$ cat config.mk
export PLATFORM = sky130hd
export DESIGN_NAME = cpu_run_ctrl
export DESIGN_NICKNAME = d
export VERILOG_FILES = /design/src/rtl/cpu_run_ctrl.sv
export SDC_FILE = /design/constraint.sdc
export NUM_CORES = 1
export LEC_CHECK = 0
export BUFFER_PORTS_ARGS = -buffer_cell sky130_fd_sc_hd__buf_2
export CAP_MARGIN = 0
export CORE_MARGIN = 1.5
export CORE_UTILIZATION = 57
export CTS_CLUSTER_SIZE = 20
export DETAILED_ROUTE_END_ITERATION = 6
export PLACE_DENSITY = 0.81
export SYNTH_ARGS = -nofsm -noshare
export SYNTH_HDL_FRONTEND = slang
export SYNTH_SLANG_ARGS = --single-unit
$ cat constraint.sdc
create_clock -name clk -period 2.5 [get_ports clk]
set_input_delay 0.5 -clock clk [delete_from_list [all_inputs] [get_ports clk]]
set_output_delay 0.5 -clock clk [all_outputs]
set_load 0.1 [all_outputs]
$ cat src/rtl/cpu_run_ctrl.sv
// ---------------------------------------------------------------------------
// cpu_run_ctrl
//   Run/stop controller for the CPU core. Debounces the run push-button,
//   gates the core through a clock-enable, reacts to halt requests and,
//   when CPU_RUN_WDOG_EN is defined, to a commit-inactivity watchdog.
//   Also counts retired instructions for the debug LEDs.
//
//   Optional feature macro: CPU_RUN_WDOG_EN (watchdog counter, expiry
//   transition and sticky wdog_flag). Undefined: wdog_flag tied to 0.
//
// Ports
//   clk           in   system clock
//   rst_n         in   asynchronous active-low reset
//   btn_run       in   raw asynchronous run button, active-high
//   commit_valid  in   one pulse per retired instruction
//   halt_req      in   core halt request (level or pulse)
//   cpu_en        out  core clock-enable, 1 only in RUN
//   cpu_state     out  display select, 1 = OFF (stopped/halted), 0 = CPU
//   wdog_flag     out  sticky, last halt was caused by the watchdog
//   commit_cnt    out  32-bit retired-instruction count (wraps)
//
// state | meaning
// ------+---------------------------------------------------------------
// STOP  | core gated off, waiting for a button press (reset state)
// RUN   | core enabled, counting commits, watchdog armed
// HALT  | core stopped by halt_req or watchdog, waiting for a press
// ---------------------------------------------------------------------------
module cpu_run_ctrl #(
  parameter int unsigned DEBOUNCE_CYCLES = 1000000,
  parameter int unsigned WDOG_CYCLES     = 50000000
) (
  input  logic        clk,
  input  logic        rst_n,
  input  logic        btn_run,
  input  logic        commit_valid,
  input  logic        halt_req,
  output logic        cpu_en,
  output logic        cpu_state,
  output logic        wdog_flag,
  output logic [31:0] commit_cnt
);

  if (DEBOUNCE_CYCLES < 2 || WDOG_CYCLES < 2) begin : g_param_check
    $error("cpu_run_ctrl: DEBOUNCE_CYCLES and WDOG_CYCLES must be >= 2");
  end

  localparam int unsigned DBC_W = (DEBOUNCE_CYCLES > 2) ? $clog2(DEBOUNCE_CYCLES) : 1;
  localparam logic [DBC_W-1:0] DBC_LAST = DBC_W'(DEBOUNCE_CYCLES - 1);

  typedef enum logic [1:0] {
    ST_STOP = 2'd0,
    ST_RUN  = 2'd1,
    ST_HALT = 2'd2
  } state_t;

  state_t           state, state_nx;
  logic             btn_s1, btn_s2;
  logic             btn_acc;
  logic [DBC_W-1:0] dbc_cnt;
  logic             press;
  logic             run_entry;
  logic             wdog_expire;

  // Button synchronizer
  always_ff @(posedge clk or negedge rst_n) begin
    if (!rst_n) begin
      btn_s1 <= 1'b0;
      btn_s2 <= 1'b0;
    end else begin
      btn_s1 <= btn_run;
      btn_s2 <= btn_s1;
    end
  end

  // Stable counter. While the synchronized level differs from the accepted
  // level the counter runs; the level returning to the accepted value is the
  // only possible change, and it restarts the count.
  always_ff @(posedge clk or negedge rst_n) begin
    if (!rst_n) begin
      btn_acc <= 1'b0;
      dbc_cnt <= '0;
      press   <= 1'b0;
    end else begin
      press <= 1'b0;
      if (btn_s2 == btn_acc) begin
        dbc_cnt <= '0;
      end else if (dbc_cnt == DBC_LAST) begin
        btn_acc <= btn_s2;
        dbc_cnt <= '0;
        press   <= btn_s2;
      end else begin
        dbc_cnt <= dbc_cnt + 1'b1;
      end
    end
  end

  // FSM state register
  always_ff @(posedge clk or negedge rst_n) begin
    if (!rst_n) begin
      state <= ST_STOP;
    end else begin
      state <= state_nx;
    end
  end

  // FSM next state; halt_req outranks the watchdog, which outranks press
  always_comb begin
    state_nx  = state;
    run_entry = 1'b0;
    case (state)
      ST_STOP: begin
        if (press) begin
          state_nx  = ST_RUN;
          run_entry = 1'b1;
        end
      end
      ST_RUN: begin
        if (halt_req) begin
          state_nx = ST_HALT;
        end else if (wdog_expire) begin
          state_nx = ST_HALT;
        end else if (press) begin
          state_nx = ST_STOP;
        end
      end
      ST_HALT: begin
        if (press) begin
          state_nx = ST_STOP;
        end
      end
      default: state_nx = ST_STOP;
    endcase
  end

  // Outputs registered from the next state so they move with the state
  always_ff @(posedge clk or negedge rst_n) begin
    if (!rst_n) begin
      cpu_en    <= 1'b0;
      cpu_state <= 1'b1;
    end else begin
      cpu_en    <= (state_nx == ST_RUN);
      cpu_state <= (state_nx != ST_RUN);
    end
  end

  // Retired-instruction counter; commits in the halting cycle still count
  always_ff @(posedge clk or negedge rst_n) begin
    if (!rst_n) begin
      commit_cnt <= '0;
    end else if (run_entry) begin
      commit_cnt <= '0;
    end else if (state == ST_RUN && commit_valid) begin
      commit_cnt <= commit_cnt + 32'd1;
    end
  end

`ifdef CPU_RUN_WDOG_EN
  localparam int unsigned WDOG_W = (WDOG_CYCLES > 2) ? $clog2(WDOG_CYCLES) : 1;
  localparam logic [WDOG_W-1:0] WDOG_LAST = WDOG_W'(WDOG_CYCLES - 1);

  logic [WDOG_W-1:0] wdog_cnt;

  // Count reaches WDOG_LAST WDOG_CYCLES-1 edges after the last commit, so
  // the transition lands exactly WDOG_CYCLES edges after it.
  assign wdog_expire = (state == ST_RUN) && !commit_valid && (wdog_cnt == WDOG_LAST);

  always_ff @(posedge clk or negedge rst_n) begin
    if (!rst_n) begin
      wdog_cnt <= '0;
    end else if (run_entry) begin
      wdog_cnt <= '0;
    end else if (state == ST_RUN) begin
      if (commit_valid) begin
        wdog_cnt <= '0;
      end else begin
        wdog_cnt <= wdog_cnt + 1'b1;
      end
    end
  end

  // Sticky until the next STOP->RUN; a simultaneous halt_req wins the cause
  always_ff @(posedge clk or negedge rst_n) begin
    if (!rst_n) begin
      wdog_flag <= 1'b0;
    end else if (run_entry) begin
      wdog_flag <= 1'b0;
    end else if (wdog_expire && !halt_req) begin
      wdog_flag <= 1'b1;
    end
  end
`else
  assign wdog_expire = 1'b0;
  assign wdog_flag   = 1'b0;
`endif

endmodule

==> results.cfg <==
[layout]
final-seq-area_sq_mm = 0.001503
n_fill_cell = 410
syn_to_final_growth_pct = 14.56
antenna_cells = 0
nNetsFinal = 359
utilization = 0.6803
drive_above_1_share = 0.2051
multiInputGateArea_sq_mm = 0.001436

[floorplanning]
io_pins = 40
initial_core_util = 0.5938
core_sq_mm = 0.005107
die-area_sq_mm = 0.005768
rows = 26
die_height_um = 75.95
die_w_um = 75.95

[setup_path]
cp.required_ns = 2.74
end_kind = register
crit_chain = ha_1, and2_1, nand3_1, or4_1, a21oi_1
rr_endpoint = commit_cnt[22]$_DFFE_PN0P_
regToRegStartpoint = commit_cnt[1]$_DFFE_PN0P_
crit_slowest_cell = or4_1
crit_buf_inv = 0
ff2ff_setup_slack_ns = 0.43
crit_family = simple AND/OR/NAND/NOR gates
path_depth = 5
cp.arrival_ns = 2.31
slowest_delay_ns = 0.54
startpoint = commit_cnt[1]$_DFFE_PN0P_
critPathKind = register to register
crit_fanout = 15
r2r_cells = 5
cp-start-kind = register

[sta]
slew_viol_final = 0
tightest_slew_ns = 0.5400
fin_crit_sh = 0.8268
fin_crit_ns = 2.067
hold_viol = 0
finalHoldWorstSlack_ns = 0.2829
grt_setup_unrepaired = no
setup_violations = 0
max_slew_margin = 0.6390
setup_tns_ns = 0
fmax_mhz = 483.8
fin_skew_ns = 0.006311

[synthesis]
syn_area_per_cell_sq_um = 9.721
synthTopCellsByArea = dfrtp_1, o31ai_1, a21oi_1
synth_top_area_cell = dfrtp_1
synth_common_cells = dfrtp_1, a21oi_1, nand2_1, nor2_1, o31ai_1
synth_edf_count = 0
ys_warn_count = 0
dominantRegCellSynth = dfrtp_1
ys_seq_area_frac = 0.4955
synth-seq-cells = 60
syn_area_sq_mm = 0.003033
ys_types = 40
yosysMostFrequentCell = dfrtp_1
synth_top_area_frac = 0.4868
synth_fp_nets = 319
async_flop_share = 1.000
syn_inst = 312

[power_and_ir_drop]
ir_worst_vdd_uv = 322.1
share_comb_of_total_power = 0.026
swShare = 0.2184
pwr_density_cell_mw_per_mm2 = 513.1
internal-power_mw = 1.393
pwr-share-seq = 0.551
p_sw_mw = 0.3894
power.share.clock = 0.424
p_leak_nw = 1.512
finalPower_mw = 1.783

[hold_path]
holdPathStages = 1
hold_start = btn_run
min-delay-path-class = input pin to register
hold_end = btn_s1$_DFF_PN0_

[status]
status = complete, no violations

[clock_tree]
post-cts-setup-buffers = 0
htree_levels = 3
cts_tree = yes
hold_buffers = 1
cts_resized = 0
cts_buffers = 9
cts.sinks = 60
clk_pin_slew_ns = 0.06
clockRootBuffer = clkbuf_8
clk_latency_ns = 0.33
cts.path.max_buffers = 2

[drt]
ant_nets = 0
num_vias = 2590
drt-total-wl_um = 6291
first_pass_iters = 4
routed_via_density = 6.080
drt_iter0_markers = 276
avgRoutedWirePerCell_um = 14.77
drcViolationCount = 0

[grt]
grt_antenna_before_repair = 0
grt_max_degree = 39
track_usage = 0.2347
overflow = 0
grt_pass1_vias = 2447
grt_pass1_wl_um = 10860

[place]
gp_congestion = 0.8616
port_buffers = 38
dp_hpwl_um = 4252

[flow_run]
cap_viol_max_count = 0
-- per-stage QoR --
step,setup slack [ns],cells,area [sq um]
after floorplan,0.09553,312,3033
after global placement,0.5200,410,3296
after detailed placement,0.4654,410,3296
after CTS,0.4406,426,3475
after global routing,0.2705,426,3475
final,0.4331,426,3475
-- flip-flops by register name, indices dropped and copies added, names as in the netlist --
| register | cells |
|---|---|
| press | 1 |
| commit_cnt | 32 |
| btn_s1 | 1 |
| btn_s2 | 1 |
| state | 2 |
| cpu_state | 1 |
| cpu_en | 1 |
| dbc_cnt | 20 |
| btn_acc | 1 |
-- cell usage in the layout, fill, tap and decap left out, types with 10 or more instances in the layout --
cell type and count:
xnor2_1 10, clkbuf_8 11, nand3_1 14, a21oi_1 27
or4_1 18, buf_2 38, dfrtp_1 59, nand4_1 16
o31ai_1 19, nor2_1 22, nand2_1 22
-- kinds of logic (layout without fill, tap and decap cells) --
| family | after synthesis | after routing | share of synthesized area |
|---|---|---|---|
| buf+inv | 25 | 69 | 0.03424 |
| fa+ha+maj | 2 | 2 | 0.008250 |
| compound gates | 60 | 60 | 0.1192 |
| flops | 60 | 60 | 0.4955 |
| simple gates | 139 | 139 | 0.2657 |
| xor+xnor | 19 | 19 | 0.05487 |
| mux | 6 | 6 | 0.02104 |
| other cells | 1 | 1 | 0.001236 |
-- area by class of cell --
cell class,count,area share
repair buffers,45,0.07058
inverters,9,0.009723
clock inverters,2,0.002881
multi-input cells,227,0.4134
clock buffers,13,0.04573
well taps,70,0.02521
flip-flops and latches,60,0.4325
-- worst max path at each step --
| stage | endpoint | slack [ns] |
|---|---|---|
| 4_1_cts | dbc_cnt[18]$_DFF_PN0_ | 0.44 |
| 3_3_place_gp | dbc_cnt[18]$_DFF_PN0_ | 0.52 |
| 3_5_place_dp | dbc_cnt[18]$_DFF_PN0_ | 0.47 |
| 6_report | commit_cnt[22]$_DFFE_PN0P_ | 0.43 |
| 5_1_grt | commit_cnt[20]$_DFFE_PN0P_ | 0.27 |
| 2_1_floorplan | commit_cnt[14]$_DFFE_PN0P_ | 0.1 |
-- power by group through the flow --
stage / logic (mW) / clock network, mW / registers, mW
finish: 0.0458 / 0.755 / 0.982
global route: 0.0536 / 0.828 / 0.981
global placement: 0.0459 / 0 / 0.999
floorplan: 0.0193 / 0 / 0.999
CTS: 0.0473 / 0.772 / 0.982
detailed placement: 0.0461 / 0 / 0.999
-- per-layer routing --
layer / global-route usage / vias to the layer above / part of all wire
met3: 0.06506 / 16 / 0.044
li1: - / 1238 / -
met1: 0.2967 / 1259 / 0.44
met5: 0 / - / 0
met2: 0.3748 / 77 / 0.49
met4: 0.1111 / 0 / 0.022
No activity file was read; power rests on OpenSTA's default activity.
